<file path="config.mk">
export PLATFORM = sky130hd
export DESIGN_NAME = daq_adc_reader
export DESIGN_NICKNAME = d
export VERILOG_FILES = /design/src/rtl/daq_adc_reader.sv
export SDC_FILE = /design/constraint.sdc
export NUM_CORES = 1
export LEC_CHECK = 0
export CORE_UTILIZATION = 55
export CTS_BUF_LIST = sky130_fd_sc_hd__clkbuf_8
export DETAILED_ROUTE_END_ITERATION = 6
export GPL_TIMING_DRIVEN = 1
export PLACE_DENSITY = 0.84
export SKIP_CTS_REPAIR_TIMING = 1
export SYNTH_ARGS = -nofsm -noshare
export SYNTH_HDL_FRONTEND = slang
export SYNTH_SLANG_ARGS = --single-unit
export TNS_END_PERCENT = 20
</file>
<file path="constraint.sdc">
create_clock -name clk_i -period 4.89 [get_ports clk_i]
set_clock_uncertainty 0.05 [all_clocks]
set_input_delay 0.978 -clock clk_i [delete_from_list [all_inputs] [get_ports clk_i]]
set_output_delay 0.978 -clock clk_i [all_outputs]
set_load 0.03 [all_outputs]
</file>
<file path="src/rtl/daq_adc_reader.sv">
// Reads NUM_CH channels from a simultaneous-sampling parallel ADC after each
// conversion and streams the samples out on a valid/ready interface.
module daq_adc_reader #(
    parameter int NUM_CH       = 8,
    parameter int DATA_W       = 16,
    parameter int RD_LOW_CYC   = 2,
    parameter int RD_HIGH_CYC  = 2,
    parameter int BUSY_TIMEOUT = 255,
    parameter int CH_W         = $clog2(NUM_CH)
) (
    input  logic              clk_i,
    input  logic              reset_i,
    input  logic              en_i,
    input  logic              conv_i,
    input  logic              busy_i,
    input  logic [DATA_W-1:0] adc_data_i,
    output logic              adc_cs_n_o,
    output logic              adc_rd_n_o,
    output logic [DATA_W-1:0] sample_o,
    output logic [CH_W-1:0]   chan_o,
    output logic              sample_valid_o,
    input  logic              sample_ready_i,
    output logic              frame_last_o,
    output logic              busy_o,
    output logic              overrun_o,
    output logic              timeout_o,
    input  logic              clr_i,
    output logic [15:0]       frame_cnt_o
);

    localparam int TMR_W   = $clog2(BUSY_TIMEOUT + 1);
    localparam int CNT_MAX = (RD_LOW_CYC > RD_HIGH_CYC) ? RD_LOW_CYC : RD_HIGH_CYC;
    localparam int CNT_W   = $clog2(CNT_MAX + 1);

    typedef enum logic [2:0] {
        S_IDLE,
        S_WAIT_HI,
        S_WAIT_LO,
        S_RD_LO,
        S_RD_HI
    } state_t;

    state_t              state_q;
    logic                busy_meta_q, busy_s_q, conv_q;
    logic [TMR_W-1:0]    timer_q;
    logic [CNT_W-1:0]    cnt_q;
    logic [CH_W-1:0]     ch_q;
    logic [DATA_W-1:0]   hold_q;
    logic                xfer_q;
    logic [DATA_W-1:0]   sample_q;
    logic [CH_W-1:0]     chan_q;
    logic                valid_q, last_q;
    logic                cs_n_q, rd_n_q, busy_q;
    logic                overrun_q, timeout_q;
    logic [15:0]         frame_cnt_q;

    logic conv_edge, load_out, rd_hi_exit, last_ch, to_hit, timeout_set;
    logic overrun_d, timeout_d;

    always_comb begin
        conv_edge   = conv_i & ~conv_q;
        last_ch     = (ch_q == CH_W'(NUM_CH - 1));
        to_hit      = (timer_q == TMR_W'(BUSY_TIMEOUT));
        // The held sample moves out exactly once per read, whenever the output slot frees up.
        load_out    = (state_q == S_RD_HI) && !xfer_q && (!valid_q || sample_ready_i);
        rd_hi_exit  = (state_q == S_RD_HI) && (cnt_q >= CNT_W'(RD_HIGH_CYC - 1))
                      && (xfer_q || load_out);
        timeout_set = to_hit && (((state_q == S_WAIT_HI) && !busy_s_q) ||
                                 ((state_q == S_WAIT_LO) &&  busy_s_q));
        // Set events take priority over a simultaneous clear.
        overrun_d   = (overrun_q & ~clr_i) | (conv_edge && (state_q != S_IDLE));
        timeout_d   = (timeout_q & ~clr_i) | timeout_set;
    end

    always_ff @(posedge clk_i or negedge reset_i) begin
        if (!reset_i) begin
            state_q     <= S_IDLE;
            busy_meta_q <= 1'b0;
            busy_s_q    <= 1'b0;
            conv_q      <= 1'b0;
            timer_q     <= '0;
            cnt_q       <= '0;
            ch_q        <= '0;
            hold_q      <= '0;
            xfer_q      <= 1'b0;
            sample_q    <= '0;
            chan_q      <= '0;
            valid_q     <= 1'b0;
            last_q      <= 1'b0;
            cs_n_q      <= 1'b1;
            rd_n_q      <= 1'b1;
            busy_q      <= 1'b0;
            overrun_q   <= 1'b0;
            timeout_q   <= 1'b0;
            frame_cnt_q <= '0;
        end else begin
            busy_meta_q <= busy_i;
            busy_s_q    <= busy_meta_q;
            conv_q      <= conv_i;
            overrun_q   <= overrun_d;
            timeout_q   <= timeout_d;

            if (valid_q && sample_ready_i) begin
                valid_q <= 1'b0;
            end
            if (load_out) begin
                sample_q <= hold_q;
                chan_q   <= ch_q;
                last_q   <= last_ch;
                valid_q  <= 1'b1;
                xfer_q   <= 1'b1;
            end

            case (state_q)
                S_IDLE: begin
                    if (conv_edge && en_i) begin
                        state_q <= S_WAIT_HI;
                        busy_q  <= 1'b1;
                        timer_q <= '0;
                    end
                end
                S_WAIT_HI: begin
                    if (busy_s_q) begin
                        state_q <= S_WAIT_LO;
                        timer_q <= '0;
                    end else if (to_hit) begin
                        state_q <= S_IDLE;
                        busy_q  <= 1'b0;
                    end else begin
                        timer_q <= timer_q + TMR_W'(1);
                    end
                end
                S_WAIT_LO: begin
                    if (!busy_s_q) begin
                        state_q <= S_RD_LO;
                        cs_n_q  <= 1'b0;
                        rd_n_q  <= 1'b0;
                        ch_q    <= '0;
                        cnt_q   <= '0;
                    end else if (to_hit) begin
                        state_q <= S_IDLE;
                        busy_q  <= 1'b0;
                    end else begin
                        timer_q <= timer_q + TMR_W'(1);
                    end
                end
                S_RD_LO: begin
                    if (cnt_q == CNT_W'(RD_LOW_CYC - 1)) begin
                        hold_q  <= adc_data_i;
                        rd_n_q  <= 1'b1;
                        cnt_q   <= '0;
                        xfer_q  <= 1'b0;
                        state_q <= S_RD_HI;
                    end else begin
                        cnt_q <= cnt_q + CNT_W'(1);
                    end
                end
                S_RD_HI: begin
                    // A stalled consumer keeps RD_n high here until the sample is handed over.
                    if (rd_hi_exit) begin
                        cnt_q <= '0;
                        if (!last_ch) begin
                            ch_q    <= ch_q + CH_W'(1);
                            rd_n_q  <= 1'b0;
                            state_q <= S_RD_LO;
                        end else begin
                            cs_n_q      <= 1'b1;
                            busy_q      <= 1'b0;
                            frame_cnt_q <= frame_cnt_q + 16'd1;
                            state_q     <= S_IDLE;
                        end
                    end else if (cnt_q < CNT_W'(RD_HIGH_CYC - 1)) begin
                        cnt_q <= cnt_q + CNT_W'(1);
                    end
                end
                default: begin
                    state_q <= S_IDLE;
                    busy_q  <= 1'b0;
                    cs_n_q  <= 1'b1;
                    rd_n_q  <= 1'b1;
                end
            endcase
        end
    end

    assign adc_cs_n_o     = cs_n_q;
    assign adc_rd_n_o     = rd_n_q;
    assign sample_o       = sample_q;
    assign chan_o         = chan_q;
    assign sample_valid_o = valid_q;
    assign frame_last_o   = last_q;
    assign busy_o         = busy_q;
    assign overrun_o      = overrun_q;
    assign timeout_o      = timeout_q;
    assign frame_cnt_o    = frame_cnt_q;

endmodule

</file>
---- Word-level counts from Yosys, hierarchy flattened ----
Cells that the tools add are included.
word-level totals
  flip-flop bits (word level) ............. 78
  bits of input ports ..................... 23
  output and inout bits ................... 42
  word-level logic and storage cells ...... 126
operators by class
  add/subtract/negate cells ............... 4
  magnitude comparators ................... 2
  equality and inequality tests ........... 16
  muxes and demuxes ....................... 42
  bitwise operators ....................... 10
  reduce and logical (&&, ||, !) cells .... 33
operators with widths
  kind                                            number
  2-to-1 mux 8 bit                                4
  2-to-1 mux 3 bit                                9
  case mux 8 bit (3 select lines)                 1
  2-to-1 mux 1 bit                                17
  adder 16 x 1 -> 16 bit (second input constant)  1
  inequality test 2 bit (second input constant)   8
  case mux 3 bit (5 select lines)                 1
  AND reduction 3 bit                             4
  logical AND 1 bit                               10
  2-to-1 mux 2 bit                                5
  nonzero test 3 bit                              3
  adder 8 x 1 -> 8 bit (second input constant)    1
  == test 8 bit (second input constant)           1
  AND reduction 4 bit                             2
  == test 3 x 2 -> 1 bit (second input constant)  2
  == test 3 bit (second input constant)           2
  case mux 2 bit (3 select lines)                 1
  case mux 3 bit (2 select lines)                 1
  AND reduction 6 bit                             1
  inverter 1 bit                                  5
  case mux 1 bit (5 select lines)                 1
  AND reduction 5 bit                             1
  case mux 1 bit (4 select lines)                 1
  nonzero test 2 bit                              2
  16 further kinds                                23

---- Depth between registers and ports, before layout ----
Gate-level depths: netlist of the first run.
  depth in word-level cells ............... 7
  mapped depth ............................ 7
  mapped depth without buffers ............ 7

---- Worst setup path before layout of the first run ----
OpenSTA, ideal clock, no wires.
  path kind ............................... input to register
  from .................................... in sample_ready_i
  to ...................................... reg cnt_q[0]
  arrival time ............................ 2.234 ns
  required time ........................... 4.715 ns
  slack ................................... 2.482 ns
  cell stages on the path ................. 5
  path buffers ............................ 0
  cell sequence ........................... nor3b_1 nor2_1 nor2_1 a2bb2oi_1 mux2_2
on the way
  word-level cells in the longest chain between the ends .. 6
  elaborated cells between the ends (all ways) .. 8
ends and longest elaborated chain
  what                                                                                            line  RTL
  start: declaration                                                                              22    input logic sample_ready_i,
  logical OR 1 bit (*)                                                                            65    load_out = (state_q == S_RD_HI) && !xfer_q && (!valid_q || sample_ready_i);
  logical AND 1 bit (*)                                                                           65
  logical OR 1 bit (*)                                                                            67    && (xfer_q || load_out);
  logical AND 1 bit (*)                                                                           67
  inequality test 3 x 2 -> 1 bit (no source line) / 2-to-1 mux 2 bit (equally long branches)      -
  AND reduction 3 bit (no source line) / case mux 2 bit (3 select lines) (equally long branches)  -
  end signal: assignment                                                                          155   cnt_q <= cnt_q + CNT_W'(1);
  end signal: assignment                                                                          173   cnt_q <= cnt_q + CNT_W'(1);
  end: declaration                                                                                46    logic [CNT_W-1:0] cnt_q;
Mark *: on every way between the ends. The rest lies on a longest branch, timed or not.
A chain may end at the register's enable or synchronous reset.

---- Worst setup path after layout of the first run ----
Same ends and word-level chain as after synthesis.

==> results of run 1 <==
sequential cells by signal (all words and copies together), names as in the netlist:
name	flops
state_q	3
conv_q	1
timeout_o	1
busy_s_q	1
busy_meta_q	1
sample_valid_o	1
busy_o	1
ch_q	3
adc_cs_n_o	1
xfer_q	1
chan_o	3
cnt_q	2
overrun_o	1
frame_last_o	1
frame_cnt_o	16
sample_o	16
hold_q	16
adc_rd_n_o	1
timer_q	8
power by group through the flow:
stage	Clock, mW	Sequential [mW]	Combinational, mW
after floorplan	0	1.01	0.358
after global placement	0	0.926	0.651
after detailed placement	0	0.937	0.674
after CTS	0.554	0.928	0.680
after global routing	0.585	0.954	0.730
final	0.543	0.929	0.676
cell families after synthesis:
| family | count (synthesis) |
|---|---|
| flip-flops | 78 |
| AND/OR/NAND/NOR | 77 |
| multiplexers | 41 |
| AO/OA/AOI/OAI | 35 |
| XOR/XNOR | 21 |
| buffers and inverters | 19 |
| adder cells (fa/ha/maj) | 8 |
worst min-delay path by stage:
stage	from	endpoint	slack (ns)	cells past startpoint
final	busy_meta_q	busy_s_q	0.30	0
after global routing	busy_meta_q	busy_s_q	0.32	0
after CTS	busy_meta_q	busy_s_q	0.30	0
after detailed placement	busy_meta_q	busy_s_q	0.29	0
after global placement	busy_meta_q	busy_s_q	0.29	0
after floorplan	busy_meta_q	busy_s_q	0.28	0
worst max-delay path, stage by stage:
cell                              delay (ns)
sky130_fd_sc_hd__clkdlybuf4s50_1        0.42
sky130_fd_sc_hd__nor3b_1                0.64
sky130_fd_sc_hd__nor2_1                 0.21
sky130_fd_sc_hd__nor2_1                 0.14
sky130_fd_sc_hd__a2bb2oi_1              0.30
sky130_fd_sc_hd__mux2_2                 0.38
synth_stat cells, types with 5 or more instances:
library cell              number  share of area, %
sky130_fd_sc_hd__xor2_1       10               2.6
sky130_fd_sc_hd__dfrtp_1      76                55
sky130_fd_sc_hd__nand3_1       8               1.2
sky130_fd_sc_hd__and3_1        6               1.1
sky130_fd_sc_hd__nor3_1        5              0.73
sky130_fd_sc_hd__nand2_1      15               1.6
sky130_fd_sc_hd__ha_1          8               2.9
sky130_fd_sc_hd__mux2_1       20               6.6
sky130_fd_sc_hd__inv_1        12               1.3
sky130_fd_sc_hd__xnor2_1      11               2.8
sky130_fd_sc_hd__mux2_2       20               6.6
sky130_fd_sc_hd__a21oi_1       9               1.3
sky130_fd_sc_hd__nand4_1       5              0.91
sky130_fd_sc_hd__nor2_1       20               2.2
per-stage QoR:
step,hold WS [ns],cell area (um^2)
after floorplan,0.281,3430
after CTS,0.304,4370
after global placement,0.289,4130
final,0.303,4370
after detailed placement,0.287,4130
after global routing,0.315,4370
cell type report:
class                      instances  share of cell area (%)
clock inverter                     5                    1.86
tap                               75                    2.15
clock buffer                      11                    3.47
sequential                        78                    44.8
multi-input combinational        182                    32.1
timing repair buffer              64                    14.6
inverter                          12                    1.03
layer usage:
metal	GRT usage, %	vias up	wire length, um
li1	-	1118	-
met1	29.3	1172	2990
met2	35.3	60	3240
met3	5.96	8	309
met4	9.11	0	85
met5	0	-	0
cells in the final DEF (no fill, tap or decap), types with 2 or more instances in the layout:
cell type	netlist	layout
sky130_fd_sc_hd__dfrtp_1	76	76
sky130_fd_sc_hd__clkdlybuf4s50_1	0	63
sky130_fd_sc_hd__nor2_1	20	20
sky130_fd_sc_hd__mux2_2	20	20
sky130_fd_sc_hd__mux2_1	20	20
sky130_fd_sc_hd__nand2_1	15	15
sky130_fd_sc_hd__inv_1	12	12
sky130_fd_sc_hd__xnor2_1	11	11
sky130_fd_sc_hd__clkbuf_8	0	11
sky130_fd_sc_hd__xor2_1	10	10
sky130_fd_sc_hd__a21oi_1	9	9
sky130_fd_sc_hd__nand3_1	8	8
sky130_fd_sc_hd__ha_1	8	8
sky130_fd_sc_hd__and3_1	6	6
sky130_fd_sc_hd__nor3_1	5	5
sky130_fd_sc_hd__nand4_1	5	5
sky130_fd_sc_hd__o32ai_1	3	3
sky130_fd_sc_hd__nor4_1	3	3
sky130_fd_sc_hd__and2_1	3	3
sky130_fd_sc_hd__o21ai_0	3	3
sky130_fd_sc_hd__o21a_1	2	2
sky130_fd_sc_hd__nand2b_1	2	2
sky130_fd_sc_hd__or3_1	2	2
sky130_fd_sc_hd__a211oi_1	2	2
sky130_fd_sc_hd__o22ai_1	2	2
sky130_fd_sc_hd__a22o_1	2	2
sky130_fd_sc_hd__dfstp_2	2	2
sky130_fd_sc_hd__bufinv_16	0	2
==> impl_summary.txt, run 1 <==
----------------------------------------------------
[Timing]
  Max-slew headroom at the worst pin ... 35.9%
  Final number of max-transition violations ... 0
  Post-layout min period ... 2.90 ns
  Setup repair after global routing missed its margin ... false
  Worst Max-Slew Pin Slew ... 0.962 ns
  Final setup viols ... 0
  Hold violation count in the final report ... 0
  Maximum achievable frequency ... 345 MHz
  Worst-case setup margin in the final layout ... 1.99 ns
  Portion of the clock cycle consumed by the worst path in the final layout ... 59.3%
  Total negative setup slack ... 0 ns

[Worst setup path]
  Worst r2r src ... state_q[2]
  Crit path from ... sample_ready_i
  Biggest fanout along the worst timing path ... 6
  Worst setup EP type ... flip-flop
  Endpoint of the worst setup timing path ... cnt_q[0]
  Signal arrival time at the worst endpoint ... 3.07 ns
  Worst Setup Start Kind ... input pin
  Reg-to-reg endpoint ... sample_o[0]
  Reg2Reg Depth ... 3
  Path type of the worst setup path ... in2reg
  Reg-to-reg setup timing slack ... 2.29 ns
  Required @ worst endpoint ... 5.06 ns

[Power and ir drop]
  Flop pwr share ... 43.3%
  Lkg Pwr ... 2.00 nW
  Internal power consumption ... 1.44 mW
  Total power ... 2.15 mW
  Switching portion of total power ... 32.8%
  VDD IR-drop max ... 0.000388 V
  Clk pwr share ... 25.3%
  Net Sw Power ... 0.704 mW
  Power per standard cell area ... 492 nW/um^2
  Combinational fraction of design power ... 31.5%

[Synth]
  Sequential fraction of the synthesis area ... 56.9%
  Synthesized area divided by synthesized cell count ... 12.3 um^2
  Post-Synthesis Cells ... 279
  Portion of netlist area occupied by mux cells ... 13.4%
  Primary FF master, synth ... sky130_fd_sc_hd__dfrtp_1
  Number of distinct standard cells referenced by the synthesized netlist ... 49
  Warning count from the yosys run ... 0
  Number of synthesized flops with an enable pin ... 0
  Area share of and/or/nand/nor cells after synthesis ... 11.6%
  Total nets after synthesis ... 310
  Area of the mapped netlist ... 3430 um^2
  Synthesized-area fraction occupied by adder cells ... 2.92%
  Flop and latch count out of synthesis ... 78
  Largest family of logic cells by synthesized area ... multiplexers
  Xor/xnor share of the synthesized area ... 5.36%
  Share of flip-flops with an asynchronous set or reset after synthesis ... 100%
  Compound-gate portion of the synthesized area ... 7.62%

[Finish]
  Layout Nets ... 378
  FILL cells ... 425
  Layout Cells excl Fill ... 427
  FF/Latch Area ... 1950 um^2
  Fraction of layout cells with a size suffix above 1 ... 12.5%
  Area growth syn-to-layout ... 27.2%
  Area of the multi-input gates ... 1400 um^2
  Antenna diode instance count ... 0
  Utilization of the core after routing ... 73.3%

[Global route]
  Antenna violations before repair ... 0
  Wire length of the first global-routing pass ... 11100 um
  Total overflow reported by the global router ... 0
  Overall routing resource usage ... 22.4%
  Largest net degree at the start of global routing ... 79
  Vias in the first global route ... 2411

[Placement]
  Placed cell count ... 411
  Gpl congestion ... 0.808
  Post-Place Worst Slack ... 1.72 ns
  Final HPWL DP ... 4370 um
  Port Buf Inserts ... 64

[Detailed routing]
  Vias after detailed routing ... 2358
  Drt first-iter violations ... 179
  Number of nets with antenna violations after detailed routing ... 0
  Average wire per cell in the routed design ... 15.5 um
  Wire length reported by the detailed router ... 6630 um
  DRC viols ... 0
  First-pass iteration count of the detailed router ... 4
  Via-per-instance ratio ... 5.52

[Status]
  Result of the run ... finished clean

[Floorplanning]
  Vertical die dimension ... 81.0 um
  Die boundary width ... 81.0 um
  Number of top-level pins ... 65
  Rows ... 28
  Initial core utilization ... 57.6%
  CORE AREA ... 5960 um^2
  Die footprint ... 6560 um^2

[CTS]
  Root buffer cell ... sky130_fd_sc_hd__clkbuf_8
  Sink Count ... 78
  Clock tree from TritonCTS ... yes
  Number of buffers on the longest clock path ... 2
  CTS H-Tree Depth ... 3
  Register clock-pin slew on the reported worst setup and hold paths ... 0.07 ns
  Clk Latency, worst-skew pair ... 0.34 ns
  Clock buffer count from CTS ... 9

[Flow run]
  Max-cap violations ... 0

[Min path]
  Kind of path behind the tightest hold check ... reg2reg

----------------------------------------------------
No activity file was read; power rests on OpenSTA's default activity.
==> inputs of run 2 (changes only) <==
--- a/config.mk
+++ b/config.mk
@@ -5,11 +5,11 @@
 export SDC_FILE = /design/constraint.sdc
 export NUM_CORES = 1
 export LEC_CHECK = 0
-export CORE_UTILIZATION = 55
+export CORE_UTILIZATION = 54
 export CTS_BUF_LIST = sky130_fd_sc_hd__clkbuf_8
 export DETAILED_ROUTE_END_ITERATION = 6
 export GPL_TIMING_DRIVEN = 1
-export PLACE_DENSITY = 0.84
+export PLACE_DENSITY = 0.82
 export SKIP_CTS_REPAIR_TIMING = 1
 export SYNTH_ARGS = -nofsm -noshare
 export SYNTH_HDL_FRONTEND = slang
==> constraint.sdc (replaced) <==
create_clock -name clk_i -period 2.7 [get_ports clk_i]
set_clock_uncertainty 0.05 [all_clocks]
set_input_delay 0.54 -clock clk_i [delete_from_list [all_inputs] [get_ports clk_i]]
set_output_delay 0.54 -clock clk_i [all_outputs]
set_load 0.03 [all_outputs]
==> run 2 against run 1 <==
Net effect:
- combinational power is 89% higher
- sequential share of layout area is 0.28 points lower
- final cell count is 1.9% higher
- sequential power is 79% higher
- routed wire length is 1.6% higher
- critical path type unchanged
- highest routed layer unchanged
==> impl_summary.txt, run 2 (synthesized netlist as in run 1, its figures left out) <==
----------------------------------------------------
[Detailed routing]
  Drt first-iter violations ... 201
  Vias after detailed routing ... 2415
  Number of nets with antenna violations after detailed routing ... 0
  First-pass iteration count of the detailed router ... 4
  DRC viols ... 0
  Wire length reported by the detailed router ... 6730 um
  Average wire per cell in the routed design ... 15.5 um
  Via-per-instance ratio ... 5.55

[Min path]
  Kind of path behind the tightest hold check ... in2async

[Global route]
  Largest net degree at the start of global routing ... 52
  Total overflow reported by the global router ... 0
  Overall routing resource usage ... 21.9%
  Wire length of the first global-routing pass ... 10800 um
  Vias in the first global route ... 2328
  Antenna violations before repair ... 0

[Power and ir drop]
  Lkg Pwr ... 2.01 nW
  Combinational fraction of design power ... 34.2%
  Clk pwr share ... 21.5%
  Power per standard cell area ... 854 nW/um^2
  Net Sw Power ... 1.33 mW
  Switching portion of total power ... 35.4%
  Internal power consumption ... 2.42 mW
  Flop pwr share ... 44.3%
  VDD IR-drop max ... 0.000593 V

[CTS]
  Clock buffer count from CTS ... 9
  Root buffer cell ... sky130_fd_sc_hd__clkbuf_8
  CTS H-Tree Depth ... 3
  Clock tree from TritonCTS ... yes
  Sink Count ... 78
  Clk Latency, worst-skew pair ... 0.35 ns
  Register clock-pin slew on the reported worst setup and hold paths ... 0.08 ns
  Number of buffers on the longest clock path ... 2

[Placement]
  Final HPWL DP ... 4720 um
  Gpl congestion ... 0.809
  Placed cell count ... 419
  Port Buf Inserts ... 64
  Area after detailed placement ... 4210 um^2

[Worst setup path]
  Ordered cell list for the critical path ... clkdlybuf4s50_1, nor3b_1, nor2_1, nor2_1, a2bb2oi_1, mux2_2
  Biggest fanout along the worst timing path ... 6
  Critical path buffers and inverters ... 1
  Path type of the worst setup path ... in2reg
  Reg-to-reg setup timing slack ... 0.38 ns
  Worst Setup Start Kind ... input pin
  Most frequent cell on the critical path ... sky130_fd_sc_hd__nor2_1
  Worst setup EP type ... flip-flop
  Slowest Stage Delay on Critical Path ... 0.72 ns
  Required @ worst endpoint ... 2.89 ns
  Delay-heaviest family, CP ... simple AND/OR/NAND/NOR gates
  Signal arrival time at the worst endpoint ... 2.57 ns
  Slowest cell on crit path ... sky130_fd_sc_hd__nor3b_1

[Floorplanning]
  Initial core utilization ... 57.0%
  Vertical die dimension ... 81.7 um
  Rows ... 28
  Die boundary width ... 81.7 um
  CORE AREA ... 6030 um^2
  Die footprint ... 6680 um^2
  Number of top-level pins ... 65

[Finish]
  FILL cells ... 440
  Antenna diode instance count ... 0
  Area growth syn-to-layout ... 28.0%
  Fraction of layout cells with a size suffix above 1 ... 14.7%
  Area of the multi-input gates ... 1410 um^2
  Most common cell after layout, fill and taps aside ... sky130_fd_sc_hd__dfrtp_1
  FF/Latch Area ... 1950 um^2
  Area of all placed cells without fillers ... 4390 um^2
  Most used cells in the layout excluding fill and tap cells ... sky130_fd_sc_hd__dfrtp_1, sky130_fd_sc_hd__clkdlybuf4s50_1, sky130_fd_sc_hd__nor2_1, sky130_fd_sc_hd__mux2_2, sky130_fd_sc_hd__mux2_1
  Layout Nets ... 386
  Layout Cells excl Fill ... 435

[Status]
  Result of the run ... finished clean

[Timing]
  Final setup viols ... 0
  Setup repair after global routing missed its margin ... false
  Maximum achievable frequency ... 420 MHz
  Post-layout min period ... 2.38 ns
  Worst Max-Slew Pin Slew ... 0.878 ns
  Hold violation count in the final report ... 0
  Portion of the clock cycle consumed by the worst path in the final layout ... 88.1%
  Final number of max-transition violations ... 0
  Minimum hold slack ... 0.158 ns
  Max-slew headroom at the worst pin ... 41.4%
  Total negative setup slack ... 0 ns

[Flow run]
  Max-cap violations ... 0

----------------------------------------------------
run 2: cell types whose count changed in the layout (fill, tap and decap cells not counted):
cell,before,now
sky130_fd_sc_hd__clkbuf_8,11,9
sky130_fd_sc_hd__nor4_1,3,2
sky130_fd_sc_hd__buf_12,0,1
sky130_fd_sc_hd__clkinvlp_4,1,3
sky130_fd_sc_hd__inv_6,0,3
sky130_fd_sc_hd__clkinv_2,1,0
sky130_fd_sc_hd__nor4_2,0,1
sky130_fd_sc_hd__bufinv_16,2,0
sky130_fd_sc_hd__buf_4,1,8
run 2: path summary, 6_finish.rpt:
path / end / from / depth (start not counted)
min in group clk_i: busy_s_q / busy_meta_q / 0
max in group asynchronous: hold_q[11] / reset_i / 2
max: cnt_q[0] / sample_ready_i / 6
min reg2reg: busy_s_q / busy_meta_q / 0
max reg2reg: ch_q[0] / state_q[1] / 4
min: timer_q[3] / reset_i / 1
run 2: through the flow:
stage          worst slack [ns]  power [mW]  utilization (%)
2_1_floorplan             0.717        2.48                -
3_3_place_gp              0.143        2.91             69.8
3_5_place_dp           -0.00153        2.97             69.8
4_1_cts                   0.221        3.78             72.8
5_1_grt                   0.147        3.95             72.9
6_report                  0.321        3.75             72.9
run 2: cell type report:
class,instances,area share [%]
inverter,12,1.03
timing repair buffer,72,16.2
clock inverter,7,1.31
clock buffer,9,2.82
tap,75,2.14
sequential,78,44.5
multi-input combinational,182,32.1
run 2: power by group through the flow:
stage	sequential (mW)	clock (mW)	combinational, mW
2_1_floorplan	1.83	0	0.648
3_3_place_gp	1.66	0	1.25
3_5_place_dp	1.68	0	1.29
4_1_cts	1.66	0.826	1.29
5_1_grt	1.70	0.869	1.38
6_report	1.66	0.806	1.28
run 2: routing by layer:
metal	track usage (%)	vias to the layer above	routed length (um)
li1	-	1147	-
met1	27.2	1207	2990
met2	35.0	48	3300
met3	5.78	13	306
met4	11.6	0	139
met5	0	-	0
==> inputs of run 3 (changes only) <==
--- a/config.mk
+++ b/config.mk
@@ -9,6 +9,7 @@
 export CTS_BUF_LIST = sky130_fd_sc_hd__clkbuf_8
 export DETAILED_ROUTE_END_ITERATION = 6
 export GPL_TIMING_DRIVEN = 1
+export MAX_ROUTING_LAYER = met4
 export PLACE_DENSITY = 0.82
 export SKIP_CTS_REPAIR_TIMING = 1
 export SYNTH_ARGS = -nofsm -noshare
==> run 3 against run 2 <==
Net effect:
- power barely moved
- utilization did not move
- hold slack is essentially flat
- sequential power barely moved
- global-route usage increased by 0.65 points
- first-iteration DRC count down 1.5%
==> impl_summary.txt, run 3 (synthesized netlist as in run 1, its figures left out) <==
----------------------------------------------------
[Timing]
  Post-layout min period ... 2.37 ns
  Setup repair after global routing missed its margin ... false
  Portion of the clock cycle consumed by the worst path in the final layout ... 87.9%
  Worst-case setup margin in the final layout ... 0.328 ns
  Total negative setup slack ... 0 ns
  Final number of max-transition violations ... 0
  Maximum achievable frequency ... 422 MHz
  Final setup viols ... 0
  Max-slew headroom at the worst pin ... 42.0%
  Minimum hold slack ... 0.158 ns
  Hold violation count in the final report ... 0
  Worst Max-Slew Pin Slew ... 0.868 ns

[Worst setup path]
  Delay-heaviest family, CP ... simple AND/OR/NAND/NOR gates
  Worst r2r src ... state_q[1]
  Reg2Reg Depth ... 4
  Required @ worst endpoint ... 2.89 ns
  Worst setup EP type ... flip-flop
  Critical path buffers and inverters ... 1
  Reg-to-reg setup timing slack ... 0.37 ns
  Slowest cell on crit path ... sky130_fd_sc_hd__nor3b_1
  Path type of the worst setup path ... in2reg
  Reg-to-reg endpoint ... ch_q[0]
  Worst Setup Start Kind ... input pin
  Ordered cell list for the critical path ... clkdlybuf4s50_1, nor3b_1, nor2_1, nor2_1, a2bb2oi_1, mux2_2
  Most frequent cell on the critical path ... sky130_fd_sc_hd__nor2_1
  Slowest Stage Delay on Critical Path ... 0.72 ns
  Biggest fanout along the worst timing path ... 6
  Signal arrival time at the worst endpoint ... 2.57 ns

[Power and ir drop]
  Power per standard cell area ... 854 nW/um^2
  Lkg Pwr ... 2.01 nW
  Total power ... 3.75 mW
  VDD IR-drop max ... 0.000592 V

[Detailed routing]
  Drt first-iter violations ... 198
  Average wire per cell in the routed design ... 15.5 um
  Via-per-instance ratio ... 5.57
  First-pass iteration count of the detailed router ... 4
  Wire length reported by the detailed router ... 6760 um
  Number of nets with antenna violations after detailed routing ... 0
  DRC viols ... 0
  Vias after detailed routing ... 2424

[Finish]
  Area of all placed cells without fillers ... 4390 um^2
  Layout Nets ... 386
  Area growth syn-to-layout ... 28.0%
  Fraction of layout cells with a size suffix above 1 ... 14.7%
  Utilization of the core after routing ... 72.9%
  Most common cell after layout, fill and taps aside ... sky130_fd_sc_hd__dfrtp_1
  Layout Cells excl Fill ... 435
  Antenna diode instance count ... 0
  Most used cells in the layout excluding fill and tap cells ... sky130_fd_sc_hd__dfrtp_1, sky130_fd_sc_hd__clkdlybuf4s50_1, sky130_fd_sc_hd__nor2_1, sky130_fd_sc_hd__mux2_2, sky130_fd_sc_hd__mux2_1

[Global route]
  Wire length of the first global-routing pass ... 10800 um
  Total overflow reported by the global router ... 0
  Vias in the first global route ... 2329
  Antenna violations before repair ... 0
  Largest net degree at the start of global routing ... 52
  Overall routing resource usage ... 22.6%

[CTS]
  CTS H-Tree Depth ... 3
  Register clock-pin slew on the reported worst setup and hold paths ... 0.08 ns
  Clk Latency, worst-skew pair ... 0.35 ns
  Root buffer cell ... sky130_fd_sc_hd__clkbuf_8
  Sink Count ... 78
  Number of buffers on the longest clock path ... 2
  Clock tree from TritonCTS ... yes
  Clock buffer count from CTS ... 9

[Placement]
  Gpl congestion ... 0.821
  Final HPWL DP ... 4720 um
  Port Buf Inserts ... 64
  Placed cell count ... 419
  Area after detailed placement ... 4210 um^2
  Post-Place Worst Slack ... -0.00153 ns

[Floorplanning]
  Number of top-level pins ... 65
  Die boundary width ... 81.7 um
  Rows ... 28
  CORE AREA ... 6030 um^2
  Vertical die dimension ... 81.7 um
  Die footprint ... 6680 um^2
  Initial core utilization ... 57.0%

[Status]
  Result of the run ... finished clean

[Flow run]
  Max-cap violations ... 0

[Min path]
  Kind of path behind the tightest hold check ... in2async

----------------------------------------------------
==> run 3: cell counts in the layout (fill, tap and decap cells not counted) <==
Identical to the previous run, type by type.
==> run 3: area by class of cell <==
| type | count | area, um^2 |
|---|---|---|
| fillers | 440 | 1630 |
| repair buffers | 72 | 711 |
| inverters | 12 | 45.0 |
| multi-input cells | 182 | 1410 |
| clock inverters | 7 | 57.6 |
| flip-flops and latches | 78 | 1950 |
| well taps | 75 | 93.8 |
| clock buffers | 9 | 124 |
==> run 3: power by group <==
part	switching [mW]	internal, mW
logic	0.668	0.617
clock network	0.461	0.344
registers	0.201	1.46
==> run 3: routing by layer <==
layer / global-route usage (%) / wire length, um
met3: 5.44 / 321
met5: - / 0
met4: 11.6 / 116
met2: 35.1 / 3350
met1: 27.3 / 2980
==> run 3: how the worst max path moves through the flow <==
stage,from,to,depth (start not counted)
after detailed placement,sample_ready_i,cnt_q[0],6
final,sample_ready_i,cnt_q[0],6
after floorplan,sample_valid_o,cnt_q[0],5
after global routing,sample_ready_i,cnt_q[0],6
after global placement,sample_ready_i,cnt_q[0],6
after CTS,ch_q[0],frame_cnt_o[15],7
